### src/rtl/mgc_chan_fifo_wait_grn.sv
// Channel FIFO between an ld/vd producer and an lz/vz consumer.
// Supports any depth >= 1 and reports occupancy (size) and almost-full (afull).
module mgc_chan_fifo_wait_grn #(
  parameter int rscid     = 0,
  parameter int width     = 8,
  parameter int fifo_sz   = 4,
  parameter int ph_log2   = 2,
  parameter int afull_lvl = 3
) (
  input  logic               clk,
  input  logic               arst,
  input  logic               ld,
  input  logic [width-1:0]   d,
  output logic               vd,
  output logic               lz,
  output logic [width-1:0]   z,
  input  logic               vz,
  output logic [ph_log2:0]   size,
  output logic               afull
);

  // Pointers keep at least one bit so a single-entry FIFO still elaborates.
  localparam int              PW    = (ph_log2 < 1) ? 1 : ph_log2;
  localparam int              CW    = ph_log2 + 1;
  localparam logic [CW-1:0]   DEPTH = CW'(fifo_sz);
  localparam logic [CW-1:0]   AFULL = CW'(afull_lvl);
  localparam logic [PW-1:0]   LAST  = PW'(fifo_sz - 1);

  if (fifo_sz < 1 || afull_lvl < 1 || afull_lvl > fifo_sz ||
      (1 << ph_log2) < fifo_sz || rscid < 0) begin : g_badParams
    $error("mgc_chan_fifo_wait_grn: illegal parameter combination");
  end

  logic [width-1:0] r_mem [fifo_sz];
  logic [PW-1:0]    r_rdPtr;
  logic [PW-1:0]    r_wrPtr;
  logic [CW-1:0]    r_count;

  logic             w_wrEn;
  logic             w_rdEn;
  logic [PW-1:0]    w_rdPtrNxt;
  logic [PW-1:0]    w_wrPtrNxt;
  logic [CW-1:0]    w_countNxt;

  assign vd    = ~arst & (r_count < DEPTH);
  assign lz    = (r_count != '0);
  assign z     = r_mem[r_rdPtr];
  assign size  = r_count;
  assign afull = (r_count >= AFULL);

  assign w_wrEn = ld & vd;
  assign w_rdEn = lz & vz;

  always_comb begin
    w_rdPtrNxt = r_rdPtr;
    w_wrPtrNxt = r_wrPtr;
    w_countNxt = r_count;
    if (w_rdEn) w_rdPtrNxt = (r_rdPtr == LAST) ? '0 : r_rdPtr + PW'(1);
    if (w_wrEn) w_wrPtrNxt = (r_wrPtr == LAST) ? '0 : r_wrPtr + PW'(1);
    case ({w_wrEn, w_rdEn})
      2'b10:   w_countNxt = r_count + CW'(1);
      2'b01:   w_countNxt = r_count - CW'(1);
      default: w_countNxt = r_count;
    endcase
  end

  // Storage is cleared on reset so z is never X, even while lz is low.
  always_ff @(posedge clk or posedge arst) begin
    if (arst) begin
      for (int i = 0; i < fifo_sz; i++) r_mem[i] <= '0;
      r_rdPtr <= '0;
      r_wrPtr <= '0;
      r_count <= '0;
    end else begin
      if (w_wrEn) r_mem[r_wrPtr] <= d;
      r_rdPtr <= w_rdPtrNxt;
      r_wrPtr <= w_wrPtrNxt;
      r_count <= w_countNxt;
    end
  end

`ifndef SYNTHESIS
  a_countBound : assert property (@(posedge clk) disable iff (arst) r_count <= DEPTH);
  a_headStable : assert property (@(posedge clk) disable iff (arst)
                                  (lz && !vz) |=> $stable(z));
`endif

endmodule

### config.mk
export PLATFORM = sky130hd
export DESIGN_NAME = mgc_chan_fifo_wait_grn
export DESIGN_NICKNAME = d
export VERILOG_FILES = /design/src/rtl/mgc_chan_fifo_wait_grn.sv
export SDC_FILE = /design/constraint.sdc
export NUM_CORES = 1
export LEC_CHECK = 0
export ABC_AREA = 1
export BUFFER_PORTS_ARGS = -buffer_cell sky130_fd_sc_hd__buf_2
export CAP_MARGIN = 20
export CORE_MARGIN = 10
export CORE_UTILIZATION = 55
export CTS_CLUSTER_SIZE = 40
export DETAILED_ROUTE_END_ITERATION = 10
export PLACE_DENSITY = 0.75
export SYNTH_ARGS = -nofsm -noshare
export SYNTH_HDL_FRONTEND = slang
export SYNTH_SLANG_ARGS = --single-unit
### constraint.sdc
create_clock -name clk -period 4.1 [get_ports clk]
set_clock_uncertainty 0.1 [all_clocks]
set_input_delay 0.205 -clock clk [delete_from_list [all_inputs] [get_ports clk]]
set_output_delay 0.205 -clock clk [all_outputs]
set_load 0.05 [all_outputs]
# [Word level (Yosys, flattened, before mapping)]
# Cells that the tools add are included.
[totals] register_bits=39
[classes] addsub=4 order_cmp=5 eq_ne=4 n_mux=9 n_bitwise=6 n_reduce_logical=3
[ops] operator="bitwise mux 32 bit" n=1
[ops] operator="2-to-1 mux 8 bit" n=3
[ops] operator="binary-select mux 8 bit (select 2 bit)" n=1
[ops] operator="demux 8 bit (select 2 bit)" n=1
[ops] operator="== test 2 bit, second input constant" n=3
[ops] operator=">= comparator 3 bit, second input constant" n=2
[ops] operator="inverter 2 -> 3 bit" n=2
[ops] operator="case mux 3 bit (2 select lines)" n=1
[ops] operator="adder 2 x 1 -> 2 bit, second input constant" n=2
[ops] operator="2-to-1 mux 2 bit" n=2
[ops] operator="adder 3 x 1 -> 3 bit, second input constant" n=1
[ops] operator="bitwise AND 1 bit" n=3
[ops] operator=">= comparator 3 x 2 -> 1 bit, second input constant" n=1
[ops] operator="< comparator 3 x 1 -> 1 bit, second input constant" n=1
[ops] operator="< comparator 3 bit, second input constant" n=1
[ops] operator="nonzero test 3 bit" n=1
[ops] operator="subtractor 3 x 1 -> 3 bit, second input constant" n=1
[ops] operator="== test 2 x 1 -> 1 bit, second input constant" n=1
[ops] operator="nonzero test 2 bit" n=1
[ops] operator="logical AND 1 bit" n=1
[ops] operator="inverter 1 bit" n=1

# [Logic depth before layout (Yosys ltp)]
# Gate-level depths: netlist of the first run.
[depth] depth_word=6 mapped_depth=12 depth_no_buf=12

# [Worst setup path before layout of the first run]
# Ideal clock, no wire load.
[synth_timing] kind="register to register" start="reg r_count[1] (netlist: size[1])" end="reg r_count[2] (netlist: size[2])" setup_time_ns=0.120 arrival_ns=2.333 path_slack_ns=1.547 path_stages_with_launch=12 path_cell_list="dfrtp_1 -> inv_1 -> nand3_1 -> nand2_1 -> inv_1 -> ha_1 -> inv_1 -> fa_1 -> nand2_1 -> nand3_1 -> nand2_1 -> nand2_1"
[synth_via] word_cells_on_any_way=11
[synth_lines] item="from (decl)" line_no="37" source="logic [CW-1:0] r_count;"
[synth_lines] item="from (signal assigned)" line_no="78" source="r_count <= w_countNxt;"
[synth_lines] item="nonzero test 3 bit *" line_no="46" source="assign lz = (r_count != '0);"
[synth_lines] item="named net lz" line_no="15" source="output logic lz,"
[synth_lines] item="bitwise AND 1 bit *" line_no="52" source="assign w_rdEn = lz & vz;"
[synth_lines] item="named net w_rdEn" line_no="40" source="logic w_rdEn;"
[synth_lines] item="== test 2 x 1 -> 1 bit / == test 2 bit (equally long branches)" line_no="60" source="case ({w_wrEn, w_rdEn})"
[synth_lines] item="case mux 3 bit (2 select lines) / nonzero test 2 bit (equally long branches)"
# The timed path passes the listed nets; every way through them passes the cells marked *.
# A chain may end at the register's enable or synchronous reset.

# [Final worst setup path of the first run]
[layout_timing] start="in arst" end="reg r_count[1] (netlist: size[1])"
[layout_via] elab_chain_cells=5 word_cells_on_any_way=7
[layout_lines] item="from (decl)" line_no="11" source="input logic arst,"
[layout_lines] item="inverter 1 bit *" line_no="45" source="assign vd = ~arst & (r_count < DEPTH);"
[layout_lines] item="bitwise AND 1 bit *" line_no="45"
[layout_lines] item="bitwise AND 1 bit *" line_no="51" source="assign w_wrEn = ld & vd;"
[layout_lines] item="== test 2 x 1 -> 1 bit / == test 2 bit (equally long branches)" line_no="60"
[layout_lines] item="case mux 3 bit (2 select lines) / nonzero test 2 bit (equally long branches)"
# Every way passes the cells marked *; elsewhere a longest branch is shown, timed or not.

==> results of run 1 <==
[synthesized netlist by cell type]
master | number | area share, %
sky130_fd_sc_hd__fa_1 | 1 | 0.96
sky130_fd_sc_hd__o21ai_1 | 1 | 0.24
sky130_fd_sc_hd__xnor2_1 | 1 | 0.42
sky130_fd_sc_hd__buf_6 | 4 | 2.2
sky130_fd_sc_hd__o211ai_1 | 16 | 5.8
sky130_fd_sc_hd__nand3_1 | 7 | 1.7
sky130_fd_sc_hd__inv_1 | 27 | 4.9
sky130_fd_sc_hd__nand3_2 | 2 | 0.96
sky130_fd_sc_hd__o21ai_0 | 2 | 0.48
sky130_fd_sc_hd__nor2_1 | 1 | 0.18
sky130_fd_sc_hd__nand2_1 | 102 | 18
sky130_fd_sc_hd__clkbuf_1 | 2 | 0.36
sky130_fd_sc_hd__buf_2 | 11 | 2.6
sky130_fd_sc_hd__nand4_1 | 33 | 9.9
sky130_fd_sc_hd__nor2_2 | 1 | 0.30
sky130_fd_sc_hd__dfrtp_1 | 39 | 47
sky130_fd_sc_hd__ha_1 | 6 | 3.6
sky130_fd_sc_hd__or2_2 | 1 | 0.30
[final cells by class]
class,instances,area (um2)
inverter,27,101
fill,339,1330
sequential,39,976
multi-input combinational,174,900
clock inverter,2,35.0
timing repair buffer,29,178
clock buffer,6,82.6
tap,48,60.1
[metrics by stage]
stage | hold slack, ns | utilization (%) | setup slack, ns | area [um2]
final | 0.0735 | 63.7 | 1.83 | 2330
after global routing | 0.0706 | 63.7 | 1.69 | 2330
after CTS | 0.0680 | 63.0 | 1.86 | 2300
after detailed placement | 0.264 | 59.5 | 1.96 | 2180
after global placement | 0.270 | 59.5 | 2.07 | 2180
after floorplan | 0.250 | - | 1.55 | 2080
[per-layer routing]
metal	track usage (%)	part of all wire [%]	vias to the layer above
met1	19.0	43	858
met5	0	0	-
met3	4.15	6.5	8
met2	23.6	49	48
met4	5.02	1.3	0
li1	-	-	888
[path summary, 6_finish.rpt]
| kind | start | end | slack (ns) | depth (start not counted) |
|---|---|---|---|---|
| worst max register to register | size[2] | size[1] | 1.96 | 7 |
| worst min-delay path | vz | r_rdPtr[0] | 0.07 | 3 |
| min in group asynchronous | arst | r_wrPtr[0] | 0.49 | 4 |
| max in group asynchronous | arst | size[1] | 3.07 | 4 |
| worst max-delay path | arst | size[1] | 1.83 | 9 |
| worst min register to register | r_mem[13] | r_mem[13] | 0.37 | 2 |
[worst max-delay path, delay by kind of cell]
kind	cells	cell delay, ns
AO/OA/AOI/OAI	1	0.15
adder cells (fa/ha/maj)	2	0.68
buffers and inverters	4	1.09
AND/OR/NAND/NOR	2	0.25
[logic make-up after synthesis]
| logic type | count (synthesis) | share of synthesized area (%) |
|---|---|---|
| XOR/XNOR | 1 | 0.420 |
| buffers and inverters | 44 | 10.0 |
| AND/OR/NAND/NOR | 147 | 31.7 |
| AO/OA/AOI/OAI | 19 | 6.48 |
| adder cells (fa/ha/maj) | 7 | 4.56 |
| flip-flops | 39 | 46.8 |
[power groups by stage]
stage | Combinational, uW | Sequential [uW] | Clock (uW)
floorplan | 887 | 709 | 0
global placement | 1060 | 732 | 0
detailed placement | 1090 | 740 | 0
CTS | 1090 | 734 | 337
global route | 1260 | 727 | 353
finish | 1140 | 702 | 333
[registers in the layout, indices dropped and copies added, names as in the netlist]
name     flops
r_rdPtr      2
r_mem       32
r_wrPtr      2
size         3
[repair_timing]
action | CTS | global route
setup endpoints to repair | 0 | 0
hold buffers | 1 | 0
endpoints found under the hold margin | 39 | 0
[cells in the final DEF, fill, tap and decap left out, drive strengths merged, types with 2 or more instances in the layout]
master / instances
buf: 28
clkbuf: 6
dfrtp: 39
ha: 6
inv: 27
nand2: 102
nand3: 9
nand4: 33
nor2: 2
o211ai: 16
o21ai: 3
==> impl_summary.md, run 1 <==
Outcome
The flow ran to the end, and the final reports show no timing, DRC or antenna violations.

Clock tree
In this run the post-CTS setup repair buffer count came out at 0. The post-cts gate resize count is 0. TritonCTS built the clock tree. The H-tree generated during clock tree synthesis spans 2 levels.

After clock tree synthesis, the clock-pin slew on the worst setup and hold paths is 0.08 ns. The tree built by TritonCTS fans out to 39 sinks. No sink is reached through more buffers than the 2 on the longest clock path. At the later pin of the worst-skew pair, clock insertion delay measures ~0.29 ns. The clock tree root driver cell is sky130_fd_sc_hd__clkbuf_8. The number of buffers inserted during clock tree synthesis is 5.

Layout
Relative to the synthesized area, the layout overhead comes to 11.9%. The number of antenna diodes in the final layout is 0. In the final layout, the share of cells above drive strength 1 is 14.4%. At the end of the flow, the number of nets in the layout was 295. For this run, the number of standard cells in the final layout without fillers is 325.

Job
Max-cap violations in this run came to 0.

GRT
The total grt overflow is 0. The initial antenna violation count is 0. The via count of the first global-routing pass is approximately 1.7k. The maximum number of pins on one net before global-route repair is 40. Global routing used 14.8% of the available tracks across all layers. The wire length of the first global-routing pass is 7800 um.

Power and ir drop
The overall power consumption is 2170 uW. Of the total power, registers draw 32.3%. The maximum vdd ir drop is 611 uV. The clock network accounts for 15.3% of the total power.

The power per standard cell area is a little over 900 nW/um2. The net switching share of the total power is 49.8%. For this design the static power due to leakage is 0.00126 uW.

Internal power comes to 1090 uW. Summed over all nets, the switching power comes to 1080 uW. The relative contribution of combinational cells to total power is 52.4%.

Drt
For this block, the initial DRC count from the detailed router was 122. Summed over all layers, the routed wires come to roughly 4700 um. The average wire length per cell after detail routing is 14.4 um. The routed layout has between 1.5k and 2k vias. The per-cell via count in the routed design is 5.54.

The length of the first detailed-routing pass in iterations is 4. The residual DRC count is 0. The count of nets left with antenna violations after detail routing is 0.

STA
Derived from the worst setup path, the maximum achievable clock frequency is 441 MHz. In the finished design, the share of the clock period the worst path needs comes to about 55%. Setup repair after global routing left no endpoint under its margin.

The final-report hold violation count is 0. The clock period minus worst slack is 2.27 ns. For the pin with the worst max-slew slack, the measured transition is 0.650 ns. The final number of setup-violating endpoints is 0. The final count of pins violating max slew is 0. Headroom to the max-slew limit came out at between 50% and 60%.

Setup total negative slack on the finished layout was measured at 0 ns.

Placed design
The routability congestion estimate is 0.825. The HPWL after detailed placement is ~3000 um. The count of buffers inserted at the top-level ports is 25. The number of cells in the design after placement is 315.

Yosys
Each instance of the synthesized netlist takes up on average 8.11 um2. The flop and latch count out of synthesis is 39. When the netlist entered floorplanning its net count stood at about 280. The mapped netlist covers ~2100 um2. The distinct cell type count of the synthesized netlist is 18. The share of the Yosys chip area taken by registers is 46.8%. For this run, the number of Yosys warnings is 0. The synthesized instance count is between 200 and 300.

Critical path
Traced cell by cell, the critical path runs through dlygate4sd3_1, buf_2, nor2_2, buf_4, nand2_1, ha_1, inv_1, fa_1, o21ai_0. For the worst setup path, the data required time is 4.21 ns. The slowest stage of the critical path belongs to the cell sky130_fd_sc_hd__dlygate4sd3_1. The largest single stage delay on the critical path is roughly 0.53 ns. Data arrives at the worst endpoint at approximately 2.4 ns. The startpoint type of the worst setup path is an input pin. The critical path in this run is classified as input pin to flop.

Of all nets on the critical path, the largest fanout is 39. STA classifies the critical path endpoint as a flop.

Die
The vertical extent of the die is 81.6 um. The overall die area is around 6700 um2. The die is 81.6 um wide. The initial core utilization is 56.9%. The core area is between 3000 and 4000 um2. The number of rows created at floorplan is 22.

In this run the count of I/O pins placed on the die edge is 26.

Worst hold path
The tightest min-delay check is of the input pin to flop type.
Power figures use the tool's default switching activity.
==> run 2, diff against run 1 <==
- clock period: 4.1 -> 2.3 ns (I/O delays scaled with it)
==> impl_summary.md, run 2 (same netlist as run 1, synthesis figures left out) <==
Die
The core area is 3660 um2. The initial core utilization is 56.9%. The number of rows created at floorplan is 22. The width of the die is 81.6 um.

During I/O placement, the number of pins put on the boundary was 26. The overall die area is 6650 um2. Measured along the y axis, the die boundary spans a little over 80 um.

Layout
The count of antenna diodes in the layout is 0. The share of layout cells above drive strength 1 is 17.0%. The final cell area excluding filler cells is 2340 um2. The register with the most flip-flops in the layout has 32 of them.

The layout filler cell count is 341. The library cell used most frequently in the layout, excluding fill and tap cells, is sky130_fd_sc_hd__nand2_1. In the layout the commonest cells are 102 x sky130_fd_sc_hd__nand2_1, 35 x sky130_fd_sc_hd__dfrtp_1, 33 x sky130_fd_sc_hd__nand4_1. The count of nets after finishing is 300. The relative area change from synthesis to final layout is 12.5%. The register name with the most flops is r_mem.

STA
The part of the cycle the worst path needs is 80.1%. Headroom to the max-slew limit came out at 61.2%. The total negative setup slack is 0 ns.

At the pin with the least slew margin, the transition time is 0.581 ns. Timing would allow up to 543 MHz. Setup repair after global routing left no endpoint under its margin. Setup violations remaining at the end of the flow were counted as 0. The final count of pins violating max slew is 0.

The clock period minus worst slack is 1.84 ns. The final-report hold violation count is 0.

Critical path
The data required time of the critical path is 2.41 ns. STA classifies the critical path startpoint as a flop. The most numerous cell type found on the critical path is sky130_fd_sc_hd__inv_1. Along the worst path, the maximum fanout reaches 4. In this design, the stage delay of the slowest critical-path cell is 0.43 ns. The critical path buffer and inverter count is 3.

For the worst setup path, the data arrival time is 1.96 ns. The cell family contributing the most delay on the critical path is adder cells. Walking the worst path, the cells encountered are inv_1, nand3_2, nand2_1, inv_1, ha_1, inv_1, fa_1, o21ai_0.

The type of element capturing the critical path is a flop. The worst-path cell with the longest stage delay is sky130_fd_sc_hd__dfrtp_2. The category of the critical setup timing path is flop to flop.

Drt
In the routed layout, each cell is associated on average with a via count of 5.50. The number of vias in the routed layout is 1815. The number of DRC violations after detailed-routing iteration 0 is 195. After detailed routing, the number of remaining DRC violations is 0. The count of nets left with antenna violations after detail routing is 0. The first TritonRoute pass finished after 4 iterations. After detailed routing, the total wire length is 4800 um. Dividing the detail-routed wire length by the instance count gives 14.5 um.

Clock tree
The clock passes through at most 2 buffers. The CTS tree is yes. Counting every sink on the clock net gives 39. The number of levels the H-tree was split into is 2.

The clock reaches the later pin of the worst-skew pair after 0.29 ns. The number of buffers inserted by post-CTS setup repair is 0. The number of buffers inserted during clock tree synthesis is 5.

The clock input transition at the sequential cells of the worst setup and hold paths is 0.07 ns. The clock tree root driver cell is sky130_fd_sc_hd__clkbuf_8.

Power and ir drop
The power per standard cell area is 1620 nW/um2. The analysis attributes to cell leakage a power of 0.00126 uW. The internal portion of the total power is 1860 uW. Net switching is 50.9% of the power. Across the VDD grid, the largest voltage drop is ~1200 uV. The net switching power is 1930 uW. The share of total power in sequential cells is 34.1%. The clock group share of total power is between 10% and 20%. In this run, the combinational gates consume 52.5% of the power.

Outcome
The run finished with clean final reports.

GRT
The maximum number of pins on one net before global-route repair is 40. The initial antenna violation count is 0. The overall fraction of global-route tracks in use is 15.8%. The total grt overflow is 0. The via count of the first global-routing pass is 1793. The first global-routing pass estimated 8200 um of wire.

Job
The number of maximum-capacitance constraint violations is 0.

Placed design
The count of buffers inserted at the top-level ports is 25. After detailed placement, the total cell area comes to approximately 2200 um2. The HPWL after detailed placement is around 3200 um. The routability congestion estimate is slightly above 0.8.

Worst hold path
The path class of the tightest hold or removal check is input pin to flop.
## run 2: changes by cell type in the layout (fill, tap and decap cells not counted), sizes merged
cell | before | now
dlygate4sd3 | 1 | 2
buf | 28 | 32
clkbuf | 6 | 8
bufinv | 1 | 0
clkinv | 1 | 0
## run 2: repair_timing
action / 4_1_cts / 5_1_grt
resized for setup: 0 / 1
hold buffers: 2 / 0
hold endpoints to repair: 41 / 0
endpoints found under the setup margin: 0 / 1
## run 2: per-stage QoR
stage	hold WS, ns	setup slack [ns]	power, uW	utilization [%]	std cells
finish	0.00475	0.458	3790	64.0	330
floorplan	0.160	0.146	2860	-	257
CTS	0.00202	0.141	3830	64.0	330
detailed placement	0.175	0.460	3310	60.7	320
global route	0.0194	0.322	4100	64.0	330
global placement	0.174	0.500	3260	60.7	320
## run 2: layer usage
layer / up-vias / global-route usage (%) / share of wire [%]
met5: - / 0 / 0
met4: 0 / 7.27 / 1.8
met1: 861 / 18.2 / 43
li1: 897 / - / -
met3: 8 / 3.06 / 5.1
met2: 49 / 27.5 / 50
## run 2: worst paths after layout
check,to,start,cells after the start,slack (ns)
setup / recovery,size[1],size[2],8,0.46
setup reg to reg,size[1],size[2],8,0.46
min in group asynchronous,size[2],arst,4,0.41
max in group asynchronous,r_rdPtr[0],arst,4,1.33
hold / removal,r_mem[21],d[5],3,0.005
hold reg to reg,r_mem[20],r_mem[20],2,0.37
## run 2: final cells by class
class                      count  area, um2  share of cell area, %
sequential                    39        981                   41.8
multi-input combinational    174        905                   38.6
timing repair buffer          34        198                   8.43
inverter                      27        101                   4.32
clock buffer                   8        100                   4.27
tap                           48       60.1                   2.56
## run 2: worst reg2reg max path, cell delays in order, from the launching register on
cell and delay [ns]:
sky130_fd_sc_hd__dfrtp_2 0.43, sky130_fd_sc_hd__inv_1 0.11, sky130_fd_sc_hd__nand3_2 0.12, sky130_fd_sc_hd__nand2_1 0.12, sky130_fd_sc_hd__inv_1 0.07, sky130_fd_sc_hd__ha_1 0.19
sky130_fd_sc_hd__inv_1 0.08, sky130_fd_sc_hd__fa_1 0.40, sky130_fd_sc_hd__o21ai_0 0.14
## run 2: power by group through the flow
stage / Sequential [uW] / Clock [uW] / Combinational, uW
4_1_cts: 1290 / 515 / 2020
2_1_floorplan: 1270 / 0 / 1590
5_1_grt: 1340 / 544 / 2210
3_3_place_gp: 1280 / 0 / 1980
6_report: 1290 / 508 / 1990
3_5_place_dp: 1300 / 0 / 2020
==> run 3, diff against run 2 <==
- clock period: 2.3 -> 1.8 ns (I/O delays scaled with it)
==> impl_summary.md, run 3 (same netlist as run 1, synthesis figures left out) <==
Die
The core region is about 3700 um2. The vertical extent of the die is 81.6 um. The die covers 6650 um2. The initial utilization of the core area, before any placement, comes to 56.9%. 26 I/O pins were placed. Measured along the x axis, the die boundary spans 81.6 um. The number of rows created at floorplan is 22.

STA
The worst pin sits at a relative slew slack of 68.2%. Subtracting the final worst setup slack from the clock period gives 1.71 ns. Setup repair after global routing left no endpoint under its margin. After layout, the worst path uses 94.9% of the clock period.

At the pin with the least slew margin, the transition time is roughly 0.48 ns. Setup violations remaining at the end of the flow were counted as 0. The final count of pins violating max slew is 0.

Final hold analysis gives a worst-case slack of 0.0382 ns. The final-report hold violation count is 0. The timing-limited maximum frequency is 586 MHz.

Drt
The residual DRC count is 0. The number of vias in the routed layout is 1798. Using the TritonRoute via totals, the vias-per-cell ratio works out to 5.30.

The first detailed-routing pass ran for 4 iterations. The average wire length per cell after detail routing is 13.7 um. The total detailed-routing wirelength is approximately 4700 um. For this block, the initial DRC count from the detailed router was 204. Once detail routing completed, the nets flagged for antenna violations numbered 0.

Worst hold path
The class of the worst hold path is input pin to flop.

Clock tree
The number of sinks driven by the clock tree is 39. The clock insertion delay at the later pin of the skew report is 0.29 ns. The number of buffers inserted during clock tree synthesis is 5.

The clock passes through at most 2 buffers. After clock tree synthesis, the clock-pin slew on the worst setup and hold paths is 0.07 ns. CTS built an H-tree with a depth of 2. The clock tree root driver cell is sky130_fd_sc_hd__clkbuf_8. The CTS tree is yes.

Placed design
The placed instances occupy a cell area of 2260 um2. Once placement completed, the tool counted placed cells totaling roughly 320. The HPWL after detailed placement is 3150 um. Port buffering added 25 buffers. At the end of routability-driven placement, the weighted congestion stood at roughly 0.76.

Power and ir drop
IR analysis of the VDD net gives a maximum drop of 1710 uV. Power spread over the standard cell area amounts to 1990 nW/um2. In this run the static leakage power is 0.00130 uW.

Critical path
The startpoint type of the worst setup path is a flop. The most numerous cell on the critical path is sky130_fd_sc_hd__inv_2. STA puts the critical path data required time at 1.91 ns. The slowest stage of the critical path is the sky130_fd_sc_hd__dfrtp_2 cell. In this run the worst path has a maximum fanout of 4.

The signal arrival time at the worst endpoint is around 1.8 ns. The largest stage delay on the critical path is 0.42 ns. Walking the worst path, the cells encountered are inv_2, nand3_4, nand2_2, inv_2, ha_4, inv_2, fa_2, o21ai_1. The type of element capturing the critical path is a flop. The category of the critical setup timing path is flop to flop.

Layout
Ranked by flip-flop count, first place goes to r_mem. Summing all non-filler instances in the final layout gives an area of 2460 um2. The number of flip-flops under the largest register name is 32.

In the layout the commonest cells are 100 x sky130_fd_sc_hd__nand2_1, 36 x sky130_fd_sc_hd__dfrtp_1, 33 x sky130_fd_sc_hd__nand4_1. From synthesis to final layout, the design area changed by 17.9%. The post-route netlist has 19.9% of its cells at a drive strength greater than 1. The non-filler instance count after layout is 339. The most common cell after layout, fill and taps aside is sky130_fd_sc_hd__nand2_1. The count of nets after finishing is 310. The count of antenna diodes in the layout is 0.

Outcome
The flow ran to the end, and the final reports show no timing, DRC or antenna violations.

GRT
The initial antenna violation count is 0. The first global-routing pass estimated 7970 um of wire. The via count of the first global-routing pass was 1691. Global routing finished with a remaining overflow of 0. Across every metal layer, demand over resource in global routing totals 15.3%. Entering global routing, the biggest net connects 40 pins.

Job
Across the run, the number of max-cap violations was 0.
## run 3: changes by cell type in the layout (fill, tap and decap cells not counted), sizes merged
| cell | delta |
|---|---|
| clkinv | +1 |
| clkbuf | -2 |
| dlygate4sd3 | +8 |
| buf | +2 |
## run 3: critical path: cells and delay by family (launching register included)
family | cells | cell delay [ns]
buffers and inverters | 3 | 0.21
DFF | 1 | 0.42
AOI/OAI and AO/OA | 1 | 0.13
and+or+nand+nor | 2 | 0.20
adders and majority gates | 2 | 0.57
## run 3: where the power goes
part	total [uW]	switching, uW	internal [uW]
clock	589	289	300
sequential	1560	257	1300
combinational	2750	1940	806
total	4900	2490	2410
## run 3: area by class of cell
type | count | area, um2
Clock buffer | 6 | 82.6
Inverter | 27 | 101
Timing Repair Buffer | 44 | 297
Clock inverter | 1 | 5.00
Multi-Input combinational cell | 174 | 932
Tap cell | 48 | 60.1
Sequential cell | 39 | 980
Fill cell | 294 | 1200
## run 3: through the flow
stage               worst slack (ns)  setup TNS [ns]  util (%)  power (uW)
finish                        0.0922               0      67.1        4900
global route                 0.00355               0      67.1        5300
global placement               0.124               0      61.8        4260
CTS                           0.0635               0      67.0        4930
floorplan                     -0.147          -0.417         -        3710
detailed placement            0.0967               0      61.8        4320
## run 3: what timing repair did
item | in CTS | in global routing
hold endpoints to repair | 66 | 0
hold buffers | 10 | 0
resized for setup | 0 | 2
setup endpoints to repair | 0 | 8
buffers inserted | 0 | 0
## run 3: final timing paths
kind,startpoint,endpoint,slack [ns],cells past startpoint
max in group asynchronous,arst,size[1],0.87,4
worst min register to register,r_mem[17],r_mem[17],0.37,2
worst max-delay path,size[0],size[1],0.09,8
worst max register to register,size[0],size[1],0.09,8
worst min-delay path,ld,r_wrPtr[0],0.04,3
min in group asynchronous,arst,r_wrPtr[1],0.37,4
## run 3: routing by layer
layer  GRT usage (%)  up-vias  share of wire, %
met2            24.6       44                47
li1                -      918                 -
met1            19.3      830                46
met4            5.36        0               1.8
met3            4.48        6               6.0
met5               0        -                 0
